## src/rtl/init_arb_pkg.sv

```systemverilog
// Shared types and helpers for the multi-channel init-request ingress.
// Falls back to local widths when the datatypes header has not defined them.
`ifndef RID_WIDTH
`define RID_WIDTH 8
`endif
`ifndef INIT_REQ_WIDTH
`define INIT_REQ_WIDTH 256
`endif

package init_arb_pkg;

    localparam int unsigned RidWidthDef     = `RID_WIDTH;
    localparam int unsigned InitReqWidthDef = `INIT_REQ_WIDTH;

    // Channel-index width; a single channel still gets one bit of RID space.
    function automatic int unsigned ch_bits(input int unsigned n);
        return (n > 2) ? $clog2(n) : 1;
    endfunction

    typedef struct packed {
        logic [InitReqWidthDef-1:0] payload;
        logic [RidWidthDef-1:0]     rid;
    } init_req_t;

endpackage

```

## src/rtl/init_arb_fifo.sv

```systemverilog
// Circular-buffer sync FIFO with occupancy count; head reads as zero when empty.
module init_arb_fifo #(
    parameter int unsigned WIDTH = 8,
    parameter int unsigned DEPTH = 4,
    localparam int unsigned PtrW = $clog2(DEPTH),
    localparam int unsigned OccW = $clog2(DEPTH + 1)
) (
    input  logic            clk,
    input  logic            arst,
    input  logic            push,
    input  logic [WIDTH-1:0] push_dat,
    input  logic            pop,
    output logic [WIDTH-1:0] pop_dat,
    output logic            full,
    output logic            empty,
    output logic [OccW-1:0] occupancy
);

    logic [WIDTH-1:0] mem_q [DEPTH];
    logic [PtrW-1:0]  wr_q, rd_q;
    logic [OccW-1:0]  occ_q, occ_d;
    logic             do_push, do_pop;

    assign full    = (occ_q == OccW'(DEPTH));
    assign empty   = (occ_q == '0);
    assign do_push = push & ~full;
    assign do_pop  = pop & ~empty;

    always_comb begin
        occ_d = occ_q;
        unique case ({do_push, do_pop})
            2'b10:   occ_d = occ_q + OccW'(1);
            2'b01:   occ_d = occ_q - OccW'(1);
            default: occ_d = occ_q;
        endcase
    end

    always_ff @(posedge clk or posedge arst) begin
        if (arst) begin
            wr_q  <= '0;
            rd_q  <= '0;
            occ_q <= '0;
        end else begin
            if (do_push) wr_q <= wr_q + PtrW'(1);
            if (do_pop)  rd_q <= rd_q + PtrW'(1);
            occ_q <= occ_d;
        end
    end

    // Storage is not reset; the empty gate keeps stale entries off the output.
    always_ff @(posedge clk) begin
        if (do_push) mem_q[wr_q] <= push_dat;
    end

    assign pop_dat   = empty ? '0 : mem_q[rd_q];
    assign occupancy = occ_q;

endmodule

```

## src/rtl/init_arb.sv

```systemverilog
// Round-robin ingress for NUM_CH init-request streams into one queued output stream.
// Define INIT_ARB_RID_STAMP_EN to overwrite RID with {channel, per-channel sequence}.
module init_arb
    import init_arb_pkg::*;
#(
    parameter int unsigned NUM_CH        = 4,
    parameter int unsigned FIFO_DEPTH    = 4,
    parameter int unsigned PAYLOAD_WIDTH = 256,
    parameter int unsigned RID_WIDTH     = RidWidthDef,
    localparam int unsigned DatW   = PAYLOAD_WIDTH + RID_WIDTH,
    localparam int unsigned ChBits = ch_bits(NUM_CH),
    localparam int unsigned OccW   = $clog2(FIFO_DEPTH + 1)
) (
    input  logic                   clk,
    input  logic                   arst,
    input  logic [NUM_CH*DatW-1:0] in_dat,
    input  logic [NUM_CH-1:0]      in_vld,
    output logic [NUM_CH-1:0]      in_rdy,
    output logic [DatW-1:0]        out_dat,
    output logic                   out_vld,
    input  logic                   out_rdy,
    output logic [OccW-1:0]        occupancy
);

    logic [ChBits-1:0] rr_q, rr_d, sel;
    logic              any_vld, full, empty, xfer;
    logic [DatW-1:0]   sel_dat, push_dat;

    // First valid channel at or after rr_q, wrapping modulo NUM_CH.
    always_comb begin
        int idx;
        idx     = 0;
        sel     = '0;
        any_vld = 1'b0;
        for (int i = 0; i < int'(NUM_CH); i++) begin
            idx = int'(rr_q) + i;
            if (idx >= int'(NUM_CH)) idx = idx - int'(NUM_CH);
            if (!any_vld && in_vld[ChBits'(idx)]) begin
                any_vld = 1'b1;
                sel     = ChBits'(idx);
            end
        end
    end

    always_comb begin
        in_rdy = '0;
        if (any_vld && !full && !arst) in_rdy[sel] = 1'b1;
    end

    assign xfer = |(in_vld & in_rdy);

    always_comb begin
        sel_dat = '0;
        for (int c = 0; c < int'(NUM_CH); c++) begin
            if (ChBits'(c) == sel) sel_dat = in_dat[c*DatW +: DatW];
        end
    end

    always_comb begin
        rr_d = rr_q;
        if (xfer) rr_d = (int'(sel) + 1 >= int'(NUM_CH)) ? '0 : sel + ChBits'(1);
    end

    always_ff @(posedge clk or posedge arst) begin
        if (arst) rr_q <= '0;
        else      rr_q <= rr_d;
    end

`ifdef INIT_ARB_RID_STAMP_EN
    localparam int unsigned SeqW = RID_WIDTH - ChBits;

    logic [SeqW-1:0]      seq_q [NUM_CH];
    logic [RID_WIDTH-1:0] unused_in_rid;

    assign unused_in_rid = sel_dat[RID_WIDTH-1:0];
    assign push_dat      = {sel_dat[DatW-1:RID_WIDTH], sel, seq_q[sel]};

    always_ff @(posedge clk or posedge arst) begin
        if (arst) begin
            for (int c = 0; c < int'(NUM_CH); c++) seq_q[c] <= '0;
        end else if (xfer) begin
            seq_q[sel] <= seq_q[sel] + SeqW'(1);
        end
    end
`else
    assign push_dat = sel_dat;
`endif

    init_arb_fifo #(
        .WIDTH (DatW),
        .DEPTH (FIFO_DEPTH)
    ) u_fifo (
        .clk       (clk),
        .arst      (arst),
        .push      (xfer),
        .push_dat  (push_dat),
        .pop       (out_rdy),
        .pop_dat   (out_dat),
        .full      (full),
        .empty     (empty),
        .occupancy (occupancy)
    );

    assign out_vld = ~empty;

endmodule

```

## config.mk

```make
export PLATFORM = sky130hd
export DESIGN_NAME = init_arb
export DESIGN_NICKNAME = d
export VERILOG_FILES = /design/src/rtl/init_arb_pkg.sv /design/src/rtl/init_arb_fifo.sv /design/src/rtl/init_arb.sv
export SDC_FILE = /design/constraint.sdc
export NUM_CORES = 1
export LEC_CHECK = 0
export CORE_AREA = 2 2 527 529
export DETAILED_ROUTE_END_ITERATION = 16
export DIE_AREA = 0 0 529 531
export PLACE_DENSITY = 0.38
export SETUP_SLACK_MARGIN = 0.1
export SLEW_MARGIN = 40
export SYNTH_ARGS = -nofsm -noshare
export SYNTH_HDL_FRONTEND = slang
export SYNTH_HIERARCHICAL = 1
export SYNTH_SLANG_ARGS = --single-unit
export TNS_END_PERCENT = 50
```

## constraint.sdc

```tcl
create_clock -name clk -period 26.2 [get_ports clk]
set_input_delay 2.62 -clock clk [delete_from_list [all_inputs] [get_ports clk]]
set_output_delay 2.62 -clock clk [all_outputs]
set_load 0.01 [all_outputs]
```

==> impl_metrics.tcl <==
set metrics [dict create \
    io_buffers 1334 \
    cts_setup_buffers 0 \
    p_per_area_mw_per_mm2 116.1 \
    drive_gt1_share_pct 15.90 \
    finalCritPeriodShare_pct 31.62 \
    num_rows 193 \
    cp-end-kind "flop" \
    power.switching_mw 3.055 \
    reg2reg_slack_ns 19.96 \
    max_cap_violations 0 \
    clock-root-buffer "clkbuf_16" \
    ioPinCount 1335 \
    cts_tree "built" \
    start_util_pct 17.86 \
    met2_length_um 108100 \
    area_growth_syn_to_layout_pct 43.95 \
    track_usage_pct 15.20 \
    cts_hold_buf 0 \
    first_iter_violations 2036 \
    post_cts_resized 0 \
    ir_drop_mv 0.06074 \
    grt_pass1_wl_um 297700 \
    cp-start-kind "input pin" \
    ant_nets 0 \
    fillCellCount 28296 \
    synth_area_mm2 0.04918 \
    swShare_pct 37.17 \
    die_h_um 531 \
    fmax_mhz 120.7 \
    hold_viol 0 \
    ys.flop_type "edfxtp_1" \
    layout_common_cells "1334 x clkdlybuf4s50_1, 1056 x edfxtp_1, 269 x and2_1" \
    placed_cell_area_mm2 0.06640 \
    htreeDepth 4 \
    crit_required_ns 26.58 \
    synthArstFlopShare_pct 0.8451 \
    clk_pin_slew_ns 0.06 \
    power_frac_seq_pct 31.0 \
    status "completed" \
    tightest_slew_ns 1.036 \
    clockBufferDepth 3 \
    cts_made_buffers 131 \
    hold_path_class "reg2reg" \
    wl_met1_um 90210 \
    fin_crit_ns 8.284 \
    clock-sinks 1065 \
    crit_fanout 46 \
    synth_warnings 6 \
    fin_setup_tns_ns 0 \
    rsz0062_at_grt "no" \
    synth_cells 2979 \
    p_clk_share_pct 21.8 \
    design_area_mm2 0.07079 \
    syn_nets 4052 \
    syn_area_per_cell_um2 16.51 \
    gp_congestion 0.8595 \
    wl_met3_um 17900 \
    fin_skew_ns 0.02120 \
    final-seq-area_mm2 0.03194 \
    antenna_found_initial 63 \
    multiInputGateArea_mm2 0.01594 \
    final_common_cell "clkdlybuf4s50_1" \
    wirelength_um 221500 \
    grt_max_degree 142 \
    pwr-share-comb_pct 47.1 \
    via_per_inst 4.188 \
    nets 5324 \
    dpl.hpwl_um 165300 \
    clock_latency_ns 0.76 \
    leakage_nw 22.19 \
    core_area_mm2 0.2753 \
    finalSetupViolations 0 \
    crit_arrival_ns 8.67 \
    internal-power_mw 5.164 \
    synth-seq-area-share_pct 64.94 \
    synth.distinct_cells 42 \
    ys_ff_latch 1065 \
    top_layer "met5" \
    vias 33404 \
    die_w_um 529 \
    synth-edff-count 1056 \
    report.final.slew_viol_count 0 \
    critPathKind "in2reg" \
    wl_per_cell_um 27.77 \
    die_area_mm2 0.2809 \
    drc 0 \
    maxSlewHeadroom_pct 30.95 \
    grt_pass1_vias 35261 \
    overflow 0 \
    drt_pre_antenna_iters 5 \
]
-- area by class of cell --
type / count / share of cell area (%)
clock buffers: 162 / 4.898
well taps: 3607 / 6.375
repair buffers: 1405 / 19.89
inverters: 13 / 0.06893
flip-flops and latches: 1065 / 45.12
clock inverters: 73 / 1.066
multi-input cells: 1635 / 22.52
diodes: 16 / 0.05656
-- cells by family (layout without fill, tap and decap cells) --
group           Yosys count  count (layout)  share of synthesized area, %
flops                  1065            1065                         64.94
buf+inv                 279            1653                         2.995
compound gates          538             538                         10.49
mux                     269             269                         12.22
simple gates            812             812                         8.986
xor+xnor                  6               6                        0.1069
other cells               0              16                             0
fa+ha+maj                10              10                        0.2697
-- power groups by stage --
stage | Combinational [mW] | Clock (mW) | Sequential (mW)
floorplan | 2.03 | 0 | 2.60
global placement | 3.93 | 0 | 2.61
detailed placement | 3.99 | 0 | 2.59
CTS | 4.00 | 1.86 | 2.56
global route | 4.19 | 1.92 | 2.57
finish | 3.87 | 1.79 | 2.55
-- Yosys cell counts (all sizes together) (2+ instances only) --
cell / number / area share (%)
edfxtp: 1056 / 64
and2: 273 / 3.5
nand2: 266 / 2.0
nor2b: 265 / 3.4
mux4: 264 / 12
a221oi: 263 / 5.6
o31ai: 263 / 4.7
buf: 143 / 2.0
clkbuf: 123 / 0.94
inv: 13 / 0.099
dfrtp: 9 / 0.46
ha: 9 / 0.23
a21oi: 4 / 0.041
mux2: 3 / 0.084
xnor2: 3 / 0.053
xor2: 3 / 0.053
a22oi: 2 / 0.031
mux2i: 2 / 0.041
-- registers in the layout (all words and copies together) (netlist names) --
register          cells
rr_q                  2
u_fifo/wr_q           2
u_fifo/mem_q       1056
u_fifo/rd_q           2
u_fifo/occupancy      3
-- worst paths after layout --
check                                                start                         endpoint  depth (start not counted)
hold reg to reg            u_fifo/occupancy[2]$_DFFE_PP0P_  u_fifo/occupancy[2]$_DFFE_PP0P_                          1
hold / removal             u_fifo/occupancy[2]$_DFFE_PP0P_  u_fifo/occupancy[2]$_DFFE_PP0P_                          1
max in group asynchronous                             arst       u_fifo/rd_q[1]$_DFFE_PP0P_                          2
setup / recovery                                 in_vld[0]   u_fifo/mem_q[3][110]$_DFFE_PP_                         12
min in group asynchronous                             arst              rr_q[1]$_DFFE_PP0P_                          2
setup reg to reg                       rr_q[1]$_DFFE_PP0P_   u_fifo/mem_q[3][110]$_DFFE_PP_                         11
-- layer usage --
layer | global-route usage (%) | vias up
met2 | 25.76 | 1284
met3 | 4.800 | 255
met5 | 0 | -
met1 | 18.56 | 17229
met4 | 3.942 | 36
li1 | - | 14600
-- stage by stage --
stage                     std cells  util, %  setup slack [ns]  hold WS, ns  total power, mW
after floorplan                2979        -             15.49       0.5048            4.632
after global placement         7712    24.04             16.48       0.5463            6.537
after detailed placement       7722    24.12             16.67       0.5359            6.575
after CTS                      7957    25.65             17.53       0.5476            8.415
after global routing           7965    25.70             17.62       0.5562            8.678
final                          7976    25.71             17.92       0.5494            8.219
-- worst max-delay path: stages --
cell and delay (ns):
clkdlybuf4s50_1 0.61, mux2i_1 0.23, o221ai_1 0.32, inv_1 0.27
ha_4 0.61, a22oi_1 0.25, a21boi_4 0.29, nor2b_1 0.56
and2_4 0.51, buf_4 0.65, buf_4 0.72, buf_4 0.71
Note: power is estimated with default switching activity, not from simulation.
